`config.mk`:
```
export PLATFORM = sky130hd
export DESIGN_NAME = seq_mult_flat
export DESIGN_NICKNAME = d
export VERILOG_FILES = /design/src/rtl/seq_mult_if.sv /design/src/rtl/seq_mult.sv /design/src/flat_wrapper.sv
export SDC_FILE = /design/constraint.sdc
export NUM_CORES = 1
export LEC_CHECK = 0
export CAP_MARGIN = 20
export CORE_MARGIN = 10
export CORE_UTILIZATION = 25
export DETAILED_ROUTE_END_ITERATION = 12
export PLACE_DENSITY_LB_ADDON = 0.08
export SYNTH_ARGS = -nofsm -noshare
export SYNTH_HDL_FRONTEND = slang
export SYNTH_SLANG_ARGS = --single-unit
export TNS_END_PERCENT = 100
```
`constraint.sdc`:
```
create_clock -name clk -period 5.8 [get_ports clk]
set_clock_uncertainty 0.15 [all_clocks]
set_input_delay 1.16 -clock clk [delete_from_list [all_inputs] [get_ports clk]]
set_output_delay 1.16 -clock clk [all_outputs]
set_load 0.01 [all_outputs]
```
`src/rtl/seq_mult_if.sv`:
```
// seq_mult handshake and result bundle.
// The master drives the request; the slave returns the product.
interface seq_mult_if #(
  parameter int WIDTH = 8
);
  logic             start;
  logic [WIDTH-1:0] first;
  logic [WIDTH-1:0] second;
  logic             busy;
  logic             done;
  logic [WIDTH-1:0] outWire;
  logic [WIDTH-1:0] hiWire;
  logic             errorWire;

  modport master (
    output start, first, second,
    input  busy, done, outWire, hiWire, errorWire
  );

  modport slave (
    input  start, first, second,
    output busy, done, outWire, hiWire, errorWire
  );
endinterface

```
`src/rtl/seq_mult.sv`:
```
// Shift-add unsigned multiplier, one multiplier bit per cycle.
// SEQ_MULT_SAT_EN: saturate outWire to all ones on overflow.
module seq_mult #(
  parameter int WIDTH = 8
) (
  input  logic       clk,
  input  logic       rst,
  seq_mult_if.slave  bus
);

  localparam int PW = 2 * WIDTH;
  localparam int CW = $clog2(WIDTH) + 1;
  localparam logic [CW-1:0] LAST = CW'(WIDTH - 1);

  typedef enum logic [1:0] {
    IDLE,
    CALC,
    DONE
  } state_t;

  state_t           state_q, state_d;
  logic [PW-1:0]    mcand_q, mcand_d;
  logic [WIDTH-1:0] mplier_q, mplier_d;
  logic [PW-1:0]    acc_q, acc_d;
  logic [CW-1:0]    cnt_q, cnt_d;
  logic [WIDTH-1:0] out_q, out_d;
  logic [WIDTH-1:0] hi_q, hi_d;
  logic             err_q, err_d;

  logic [PW-1:0]    acc_nx;
  logic [WIDTH-1:0] prod_lo;
  logic [WIDTH-1:0] prod_hi;
  logic             prod_ovf;

  assign acc_nx   = acc_q + (mplier_q[0] ? mcand_q : '0);
  assign prod_lo  = acc_nx[WIDTH-1:0];
  assign prod_hi  = acc_nx[PW-1:WIDTH];
  assign prod_ovf = |prod_hi;

  always_comb begin
    state_d  = state_q;
    mcand_d  = mcand_q;
    mplier_d = mplier_q;
    acc_d    = acc_q;
    cnt_d    = cnt_q;
    out_d    = out_q;
    hi_d     = hi_q;
    err_d    = err_q;
    unique case (state_q)
      IDLE, DONE: begin
        if (bus.start) begin
          mcand_d  = {{WIDTH{1'b0}}, bus.first};
          mplier_d = bus.second;
          acc_d    = '0;
          cnt_d    = '0;
          state_d  = CALC;
        end else begin
          state_d  = IDLE;
        end
      end
      CALC: begin
        acc_d    = acc_nx;
        mcand_d  = mcand_q << 1;
        mplier_d = mplier_q >> 1;
        cnt_d    = cnt_q + 1'b1;
        if (cnt_q == LAST) begin
          state_d = DONE;
          hi_d    = prod_hi;
          err_d   = prod_ovf;
`ifdef SEQ_MULT_SAT_EN
          out_d   = prod_ovf ? {WIDTH{1'b1}} : prod_lo;
`else
          out_d   = prod_lo;
`endif
        end
      end
      default: state_d = IDLE;
    endcase
  end

  always_ff @(posedge clk) begin
    if (rst) begin
      state_q  <= IDLE;
      mcand_q  <= '0;
      mplier_q <= '0;
      acc_q    <= '0;
      cnt_q    <= '0;
      out_q    <= '0;
      hi_q     <= '0;
      err_q    <= 1'b0;
    end else begin
      state_q  <= state_d;
      mcand_q  <= mcand_d;
      mplier_q <= mplier_d;
      acc_q    <= acc_d;
      cnt_q    <= cnt_d;
      out_q    <= out_d;
      hi_q     <= hi_d;
      err_q    <= err_d;
    end
  end

  assign bus.busy      = (state_q == CALC);
  assign bus.done      = (state_q == DONE);
  assign bus.outWire   = out_q;
  assign bus.hiWire    = hi_q;
  assign bus.errorWire = err_q;

endmodule

```
`src/flat_wrapper.sv`:
```
// flat-port wrapper written by rule: the top's interface ports become plain ports
module seq_mult_flat 
#(
  parameter int WIDTH = 8
)
  (clk, rst, bus_start, bus_first, bus_second, bus_busy, bus_done, bus_outWire, bus_hiWire, bus_errorWire);
  seq_mult_if #(.WIDTH(WIDTH)) bus_i ();
  input  logic clk;
  input  logic rst;
  input wire logic [$bits(bus_i.start)-1:0] bus_start;
  input wire logic [$bits(bus_i.first)-1:0] bus_first;
  input wire logic [$bits(bus_i.second)-1:0] bus_second;
  output wire logic [$bits(bus_i.busy)-1:0] bus_busy;
  output wire logic [$bits(bus_i.done)-1:0] bus_done;
  output wire logic [$bits(bus_i.outWire)-1:0] bus_outWire;
  output wire logic [$bits(bus_i.hiWire)-1:0] bus_hiWire;
  output wire logic [$bits(bus_i.errorWire)-1:0] bus_errorWire;
  assign bus_i.start = bus_start;
  assign bus_i.first = bus_first;
  assign bus_i.second = bus_second;
  assign bus_busy = bus_i.busy;
  assign bus_done = bus_i.done;
  assign bus_outWire = bus_i.outWire;
  assign bus_hiWire = bus_i.hiWire;
  assign bus_errorWire = bus_i.errorWire;
  seq_mult #(.WIDTH(WIDTH)) u_core (.clk(clk), .rst(rst), .bus(bus_i));
endmodule
```
==> flow_metrics.py <==
metrics = {
    "grt": {
        "met2_usage": 0.166,
        "grt_overflow": 0,
        "gr-usage-met1": 0.123,
        "grt_max_degree": 64,
        "grt_pass1_vias": 2683,
        "antenna_found_initial": 0,
        "track_usage": 0.102,
        "top_usage_layer": "met2",
        "use_met3": 0.0332,
        "grt_pass1_wl_mm": 14.5,
    },
    "power": {
        "power_leakage_nw": 1.49,
        "power_w": 0.00104,
        "swShare": 0.230,
        "p_comb_frac": 0.068,
        "power_density_nw_per_um2": 264,
        "p_seq_frac": 0.432,
        "p_int_w": 0.000804,
        "p_switching_w": 0.000240,
        "clockPowerShare": 0.500,
        "max-vdd-ir-drop_v": 0.000143,
    },
    "finish": {
        "area_delta_synth_final_pct": 26.5,
        "regArea_um2": 1260,
        "drive_above_1_share": 0.0646,
        "fin_area_um2": 3960,
        "fillerInstances": 1303,
        "diodes": 0,
        "multi_input_area_um2": 1760,
        "layout_commonest_cell": "dfxtp_1",
        "fin_nets": 449,
        "layout.cells.most_common_list": "63 x dfxtp_1, 54 x nor2_1, 48 x nand2_1",
    },
    "synth": {
        "synth_cell_types": 38,
        "synth_compound_area_frac": 0.243,
        "synth.yosys.seq_area_share": 0.403,
        "syn_nets": 418,
        "synth_seq_cells": 63,
        "ys_async_sr_fraction": 0,
        "synth_edf_count": 0,
        "synth_top_family_by_area": "compound AO/OA/AOI/OAI gates",
        "yosys-mux-area-fraction": 0,
        "yosys.area_share.xor_xnor": 0.0364,
        "ys_warn_count": 0,
        "synth-main-ff-cell": "dfxtp_1",
        "synth-simple-area-share": 0.211,
        "syn-cell-area_um2": 3130,
        "synth_fa_ha_area_frac": 0.0703,
        "syn_inst": 382,
        "synth_area_per_cell_um2": 8.20,
    },
    "clocking": {
        "clk_latency_ps": 330,
        "numClockSinks": 63,
        "root_buffer": "clkbuf_16",
        "cts_setup_buffers": 0,
        "clk_pin_slew_ps": 50,
        "cts_tree": "built",
        "cts_resized": 0,
        "h-tree-depth": 3,
        "cts_buffer_depth": 2,
        "ctsHoldBuffers": 0,
        "cts_buffers": 9,
    },
    "timing": {
        "worst_pin_slew_ps": 872,
        "period_needed_ps": 3420,
        "setup_tns_ps": 0,
        "max_slew_margin": 0.417,
        "max_freq_ghz": 0.293,
        "maxSlewViolCount": 0,
        "hold_viol": 0,
        "rsz0062_at_grt": "no",
        "setup_viol": 0,
        "period_share": 0.589,
    },
    "routing": {
        "drtAntennaViolNets": 0,
        "dr.pass1.iters": 6,
        "num_vias": 2722,
        "via_per_inst": 4.65,
        "drc": 0,
        "drt_iter0_markers": 141,
        "routedWlPerCell_um": 15.3,
        "routed_wl_mm": 8.99,
    },
    "setup_path": {
        "crit_path_frequent_cell": "o31a_1",
        "cp_top_family": "simple AND/OR/NAND/NOR gates",
        "cp_data_required_time_ps": 5870,
        "critPathSlowestCell": "dfxtp_1",
        "setup.worst_path.class": "reg2reg",
        "start_kind": "register",
        "cp_num_buf_inv": 1,
        "worstPathCellList": "and2_1 -> ha_1 -> inv_1 -> fa_1 -> nor2b_1 -> o31a_1 -> o21ai_1 -> nand3_1 -> a311oi_2 -> nor4b_2 -> or4b_1 -> o31a_1",
        "cp-end-kind": "register",
        "crit_path_max_fanout": 17,
        "arrival_ps": 3480,
        "crit_path_max_incr_delay_ps": 590,
    },
    "flow_run": {
        "max_cap_viol_count": 0,
    },
    "floorplanning": {
        "ioPinCount": 38,
        "die_y_um": 132,
        "die-area_um2": 17400,
        "row_count": 40,
        "initial_core_util": 0.258,
        "core_um2": 12200,
        "chipWidth_um": 132,
    },
    "min_path": {
        "worstHoldPathType": "reg2reg",
    },
    "placed_design": {
        "gp_congestion": 0.791,
        "placed_area_um2": 3660,
        "dpl.hpwl_mm": 6.13,
        "io_buffers": 37,
    },
    "outcome": {
        "status": "finished, final reports clean",
    },
}
==> power by group through the flow <==
stage	combinational [W]	clock, W	sequential [W]
after global routing	0.0000786	0.000560	0.000453
after detailed placement	0.0000713	0	0.000461
after CTS	0.0000721	0.000541	0.000452
final	0.0000706	0.000522	0.000451
after global placement	0.0000716	0	0.000461
after floorplan	0.0000428	0	0.000457
==> worst paths after layout <==
check	startpoint	to	slack (ps)	cells after the start
setup / recovery	u_core.mplier_q[0]	u_core.bus.errorWire	2380	12
hold / removal	u_core.bus.hiWire[3]	u_core.bus.hiWire[3]	300	2
setup reg to reg	u_core.mplier_q[0]	u_core.bus.errorWire	2380	12
hold reg to reg	u_core.bus.hiWire[3]	u_core.bus.hiWire[3]	300	2
==> Yosys cell counts (6+ instances only) <==
cell type,number,area [um^2]
dfxtp_1,63,1260
nor2_1,55,206
nand2_1,48,180
a21oi_1,41,205
a22oi_1,39,293
clkbuf_1,19,71.3
ha_1,16,200
and2_1,14,87.6
xnor2_1,9,78.8
nand3_1,8,40.0
inv_1,7,26.3
o21ai_0,7,35.0
nor2b_1,6,37.5
==> sequential cells by signal, summed over array words and instances, names as in the netlist <==
register	flops
u_core.acc_q	16
u_core.mcand_q	16
u_core.bus.outWire	8
u_core.cnt_q	4
u_core.state_q	2
u_core.mplier_q	8
u_core.bus.hiWire	8
u_core.bus.errorWire	1
==> routing by layer <==
metal / up-vias / wire (um)
li1: 1410 / -
met1: 1258 / 4240
met2: 43 / 4200
met3: 11 / 396
met4: 0 / 150
met5: - / 0
==> kinds of logic (layout without fill, tap and decap cells) <==
logic type | count (synthesis) | count (layout)
AOI/OAI and AO/OA | 112 | 112
DFF | 63 | 63
and+or+nand+nor | 146 | 146
xor gates and xnor gates | 13 | 13
buffers and inverters | 31 | 67
adders and majority gates | 17 | 17
==> metrics by stage <==
step | utilization | hold slack (ps) | setup WS (ps) | instances
after floorplan | - | 287 | 2660 | 382
after global placement | 0.301 | 294 | 2450 | 570
after detailed placement | 0.301 | 298 | 2380 | 570
after CTS | 0.326 | 306 | 2370 | 586
after global routing | 0.326 | 325 | 2150 | 586
final | 0.326 | 301 | 2380 | 586
==> layout make-up <==
class                      count  area share
multi-input combinational    288       0.443
sequential                    63       0.318
timing repair buffer          42       0.102
clock buffer                  14      0.0717
tap                          168      0.0531
inverter                       9     0.00853
clock inverter                 2     0.00316
==> tightest hold or removal path, cell delays in order (launching register included) <==
cell     delay (ps)
dfxtp_1         300
nand2_1          50
a21oi_1          50
No activity file was read; power rests on OpenSTA's default activity.
